`src/rtl/sub_pkg.sv`:
```
// Shared constants and state type for the bit-serial subtractor.
package sub_pkg;

    localparam int SUB_W = 16;
    localparam int CNT_W = 4;

    typedef enum logic [1:0] {
        IDLE = 2'd0,
        RUN  = 2'd1,
        DONE = 2'd2
    } sub_state_t;

endpackage

```
`src/rtl/full_adder.sv`:
```
// One-bit full adder cell, used as the serial bit slice of the subtractor.
module full_adder (
    input  logic a,
    input  logic b,
    input  logic cin,
    output logic sum,
    output logic cout
);

    // Plain combinational sum and carry of three input bits
    assign sum  = a ^ b ^ cin;
    assign cout = (a & b) | (a & cin) | (b & cin);

endmodule

```
`src/rtl/serial_sub16.sv`:
```
// Bit-serial 16-bit subtractor: a - b computed as a + ~b + 1, one bit per
// clock through a single full_adder, with valid/ready on both sides.
// Optional feature macro: SERIAL_SUB_FLAGS_EN adds zero/neg/ovf result flags.
module serial_sub16
    import sub_pkg::*;
(
    input  logic             clk,
    input  logic             rst,
    input  logic             in_valid,
    output logic             in_ready,
    input  logic [SUB_W-1:0] a,
    input  logic [SUB_W-1:0] b,
    output logic             out_valid,
    input  logic             out_ready,
    output logic [SUB_W-1:0] diff,
    output logic             borrow
`ifdef SERIAL_SUB_FLAGS_EN
    ,
    output logic             zero,
    output logic             neg,
    output logic             ovf
`endif
);

    localparam logic [CNT_W-1:0] LAST_BIT = CNT_W'(SUB_W - 1);

    sub_state_t       state;
    logic [SUB_W-1:0] a_sh;
    logic [SUB_W-1:0] b_sh;
    logic             carry;
    logic [CNT_W-1:0] cnt;
    logic             sum_bit;
    logic             carry_out;
    logic [SUB_W-1:0] next_diff;

`ifdef SERIAL_SUB_FLAGS_EN
    logic a_sign;
    logic b_sign;
`endif

    full_adder u_slice (
        .a    (a_sh[0]),
        .b    (b_sh[0]),
        .cin  (carry),
        .sum  (sum_bit),
        .cout (carry_out)
    );

    // Result register after this cycle's sum bit enters from the MSB side
    assign next_diff = {sum_bit, diff[SUB_W-1:1]};

    // Control FSM plus the serial datapath registers, all reset together
    always_ff @(posedge clk) begin
        if (rst) begin
            state     <= IDLE;
            in_ready  <= 1'b1;
            out_valid <= 1'b0;
            a_sh      <= '0;
            b_sh      <= '0;
            carry     <= 1'b0;
            cnt       <= '0;
            diff      <= '0;
            borrow    <= 1'b0;
`ifdef SERIAL_SUB_FLAGS_EN
            a_sign    <= 1'b0;
            b_sign    <= 1'b0;
            zero      <= 1'b0;
            neg       <= 1'b0;
            ovf       <= 1'b0;
`endif
        end else begin
            case (state)
                IDLE: begin
                    if (in_valid) begin
                        a_sh     <= a;
                        b_sh     <= ~b;
                        carry    <= 1'b1;
                        cnt      <= '0;
                        in_ready <= 1'b0;
                        state    <= RUN;
`ifdef SERIAL_SUB_FLAGS_EN
                        a_sign   <= a[SUB_W-1];
                        b_sign   <= b[SUB_W-1];
`endif
                    end
                end
                RUN: begin
                    diff  <= next_diff;
                    carry <= carry_out;
                    a_sh  <= a_sh >> 1;
                    b_sh  <= b_sh >> 1;
                    if (cnt == LAST_BIT) begin
                        borrow    <= ~carry_out;
                        cnt       <= '0;
                        out_valid <= 1'b1;
                        state     <= DONE;
`ifdef SERIAL_SUB_FLAGS_EN
                        zero      <= (next_diff == '0);
                        neg       <= sum_bit;
                        ovf       <= (a_sign != b_sign) && (sum_bit != a_sign);
`endif
                    end else begin
                        cnt <= cnt + 1'b1;
                    end
                end
                DONE: begin
                    if (out_ready) begin
                        out_valid <= 1'b0;
                        in_ready  <= 1'b1;
                        state     <= IDLE;
                    end
                end
                default: begin
                    state     <= IDLE;
                    in_ready  <= 1'b1;
                    out_valid <= 1'b0;
                end
            endcase
        end
    end

endmodule

```
`config.mk`:
```
export PLATFORM = sky130hd
export DESIGN_NAME = serial_sub16
export DESIGN_NICKNAME = d
export VERILOG_FILES = /design/src/rtl/sub_pkg.sv /design/src/rtl/full_adder.sv /design/src/rtl/serial_sub16.sv
export SDC_FILE = /design/constraint.sdc
export NUM_CORES = 1
export LEC_CHECK = 0
export BUFFER_PORTS_ARGS = -buffer_cell sky130_fd_sc_hd__buf_2
export CELL_PAD_IN_SITES_DETAIL_PLACEMENT = 0
export CELL_PAD_IN_SITES_GLOBAL_PLACEMENT = 1
export CORE_MARGIN = 3
export CORE_UTILIZATION = 40
export DETAILED_ROUTE_END_ITERATION = 8
export GPL_ROUTABILITY_DRIVEN = 0
export HOLD_SLACK_MARGIN = 0.12
export PLACE_DENSITY = 0.77
export SYNTH_ARGS = -nofsm -noshare
export SYNTH_HDL_FRONTEND = slang
export SYNTH_SLANG_ARGS = --single-unit
```
`constraint.sdc`:
```
create_clock -name clk -period 2 [get_ports clk]
set_input_delay 0.5 -clock clk [delete_from_list [all_inputs] [get_ports clk]]
set_output_delay 0.5 -clock clk [all_outputs]
set_load 0.01 [all_outputs]
```
==> results_dict.tcl <==
set metrics [dict create \
    cts_num_sinks 58 \
    maxCapViolations 0 \
    die_x_um 84.42 \
    cts_buffers 9 \
    viasPerCell 5.261 \
    tightest_slew_ns 0.7118 \
    syn2layout_area_growth_pct 20.96 \
    cts_resized 0 \
    initial_core_util_pct 42.83 \
    slowest_stage "inv_1" \
    hpwlAfterDp_mm 3.661 \
    pwr-share-comb_pct 14.5 \
    startpoint "state[0]$_SDFFE_PP0P_" \
    async_flop_share_pct 0 \
    crit_path_max_incr_delay_ns 0.48 \
    die_area_um2 7127 \
    design_area_um2 2975 \
    fin_tns_setup_ns 0 \
    p_sw_share_pct 25.60 \
    ir_drop_v 0.0004598 \
    min_from "diff[0]$_SDFFE_PP0P_" \
    drc 0 \
    synth-seq-cells 58 \
    period_minus_slack_ns 1.480 \
    grt_pass1_wl_mm 9.535 \
    overflow 0 \
    row_count 27 \
    io-pin-count 55 \
    worstPathMaxFanout 21 \
    antenna_found_initial 0 \
    routed_wl_mm 5.646 \
    p_leak_nw 1.212 \
    yosysTopAreaCell "dfxtp_1" \
    p_total_mw 2.893 \
    syn_avg_cell_area_um2 8.367 \
    rr_startpoint "state[0]$_SDFFE_PP0P_" \
    diodes 0 \
    power.density_nw_per_um2 972.4 \
    slew_viol_final 0 \
    post_synth_num_cell_types 35 \
    drtIter0Drc 109 \
    fillers 594 \
    critPathRequiredTime_ns 2.24 \
    cts_tree "yes" \
    yosysWarnings 0 \
    finalHoldViolations 0 \
    die-height_um 84.42 \
    cts_root_buf "clkbuf_8" \
    drive_above_1_share_pct 24.64 \
    min_period_over_period_pct 74.01 \
    drtPass1Iterations 4 \
    path_cells "buf_4, inv_1, o21ai_0, a211oi_1" \
    syn_area_um2 2460 \
    clock_latency_ns 0.32 \
    crit_path_end_kind "flop" \
    design.core.area_um2 5743 \
    grt_setup_unrepaired "no" \
    cts-hold-fix-buffers 0 \
    grt_max_degree 38 \
    finish.utilization_pct 51.81 \
    yosys-top-cells-area "dfxtp_1 (47%), a21oi_1 (6.9%), nand2_1 (6.9%), nor2_1 (4.6%), o21ai_0 (4.5%)" \
    track_usage_pct 16.21 \
    p_seq_share_pct 45.1 \
    ys_seq_area_share_pct 47.20 \
    synth_ff_type "dfxtp_1" \
    intPower_mw 2.153 \
    clock.fmax_ghz 0.6756 \
    dpl_cell_area_um2 2758 \
    setup_viol 0 \
    clock_skew_ns 0.004341 \
    start_kind "flop" \
    synth_top_area_share_pct 47.20 \
    grt_pass1_vias 2059 \
    syn_inst 294 \
    synth_most_common_cell "dfxtp_1" \
    switching_power_mw 0.7406 \
    crit_type "flop to flop" \
    status "finished, final reports clean" \
    wl_per_cell_um 13.41 \
    min_path_type "flop to flop" \
    antenna_left 0 \
    post_cts_buffers 0 \
    clk_pin_slew_ns 0.07 \
    clockPowerShare_pct 40.4 \
    synth_fp_nets 332 \
    vias 2215 \
    synth_edf_count 0 \
    htree_num_levels 3 \
    port_buffers 54 \
    maxSlewHeadroom_pct 52.49 \
    worstPathArrival_ns 1.72 \
    nets 382 \
    synthTopCellsByCount "dfxtp_1 (58), nand2_1 (45), a21oi_1 (34)" \
    clock_path_buffers 2 \
]
## cell usage in the layout (no fill, tap or decap), types with 2 or more instances in the layout
cell | synthesis | routed
nand2b_1 | 2 | 2
a211oi_1 | 8 | 8
o2bb2ai_1 | 9 | 9
nor2_1 | 30 | 30
clkinv_2 | 0 | 4
nand3b_1 | 8 | 8
a31oi_1 | 2 | 2
a221oi_1 | 2 | 2
a21oi_1 | 34 | 34
or3_1 | 3 | 3
o32ai_1 | 8 | 8
dfxtp_1 | 58 | 58
nand2_1 | 45 | 45
nand3_1 | 3 | 3
bufinv_16 | 0 | 2
buf_2 | 5 | 54
and2_1 | 9 | 9
buf_4 | 2 | 10
inv_1 | 6 | 6
o22ai_1 | 6 | 6
o21ai_0 | 22 | 22
clkbuf_8 | 0 | 10
## power by group through the flow
| stage | sequential [mW] | combinational, mW | clock (mW) |
|---|---|---|---|
| after floorplan | 1.32 | 0.320 | 0 |
| after global placement | 1.33 | 0.421 | 0 |
| after detailed placement | 1.33 | 0.421 | 0 |
| after CTS | 1.30 | 0.424 | 1.20 |
| after global routing | 1.32 | 0.478 | 1.26 |
| final | 1.31 | 0.420 | 1.17 |
## path summary, 6_finish.rpt
kind	to	slack, ns	depth (start not counted)
worst max-delay path	b_sh[10]$_SDFFE_PP0P_	0.52	4
worst max register to register	b_sh[10]$_SDFFE_PP0P_	0.52	4
worst min-delay path	diff[0]$_SDFFE_PP0P_	0.45	2
worst min register to register	diff[0]$_SDFFE_PP0P_	0.45	2
## metrics by stage
stage	hold slack, ns	setup WS (ns)	std cells
floorplan	0.4287	0.6698	294
finish	0.4544	0.5198	421
detailed placement	0.4464	0.4138	405
global placement	0.4391	0.4473	405
CTS	0.4484	0.5149	421
global route	0.4745	0.3520	421
## worst max-delay path: cells and delay by family, from the launching register on
family,cells,cell delay (ns)
flops,1,0.31
buf+inv,2,0.64
compound gates,2,0.45
## cell families (layout without fill, tap and decap cells)
logic type / count (synthesis) / after routing / synth area share (%)
simple gates: 104 / 104 / 19.23
flops: 58 / 58 / 47.20
buf+inv: 32 / 87 / 6.663
fa+ha+maj: 2 / 2 / 1.322
compound gates: 98 / 98 / 25.59
## cell type report
type / instances / area [um2] / area share [%]
Sequential cell: 58 / 1161 / 39.02
Timing Repair Buffer: 64 / 345.3 / 11.61
Clock buffer: 10 / 137.6 / 4.626
Clock inverter: 6 / 80.08 / 2.691
Multi-Input combinational cell: 204 / 1135 / 38.14
Tap cell: 72 / 90.09 / 3.028
Inverter: 7 / 26.28 / 0.8831
## routing by layer
metal / vias to the layer above / share of wire [%] / GRT usage [%]
li1: 1129 / - / -
met3: 7 / 5.1 / 3.533
met2: 52 / 45 / 24.18
met4: 0 / 1.0 / 6.475
met1: 1027 / 48 / 22.81
met5: - / 0 / 0
## state kept, by name, indices dropped and copies added, names as in the netlist
| name | flops |
|---|---|
| a_sh | 16 |
| b_sh | 16 |
| borrow | 1 |
| carry | 1 |
| cnt | 4 |
| diff | 16 |
| in_ready | 1 |
| out_valid | 1 |
| state | 2 |
Power figures use the tool's default switching activity.
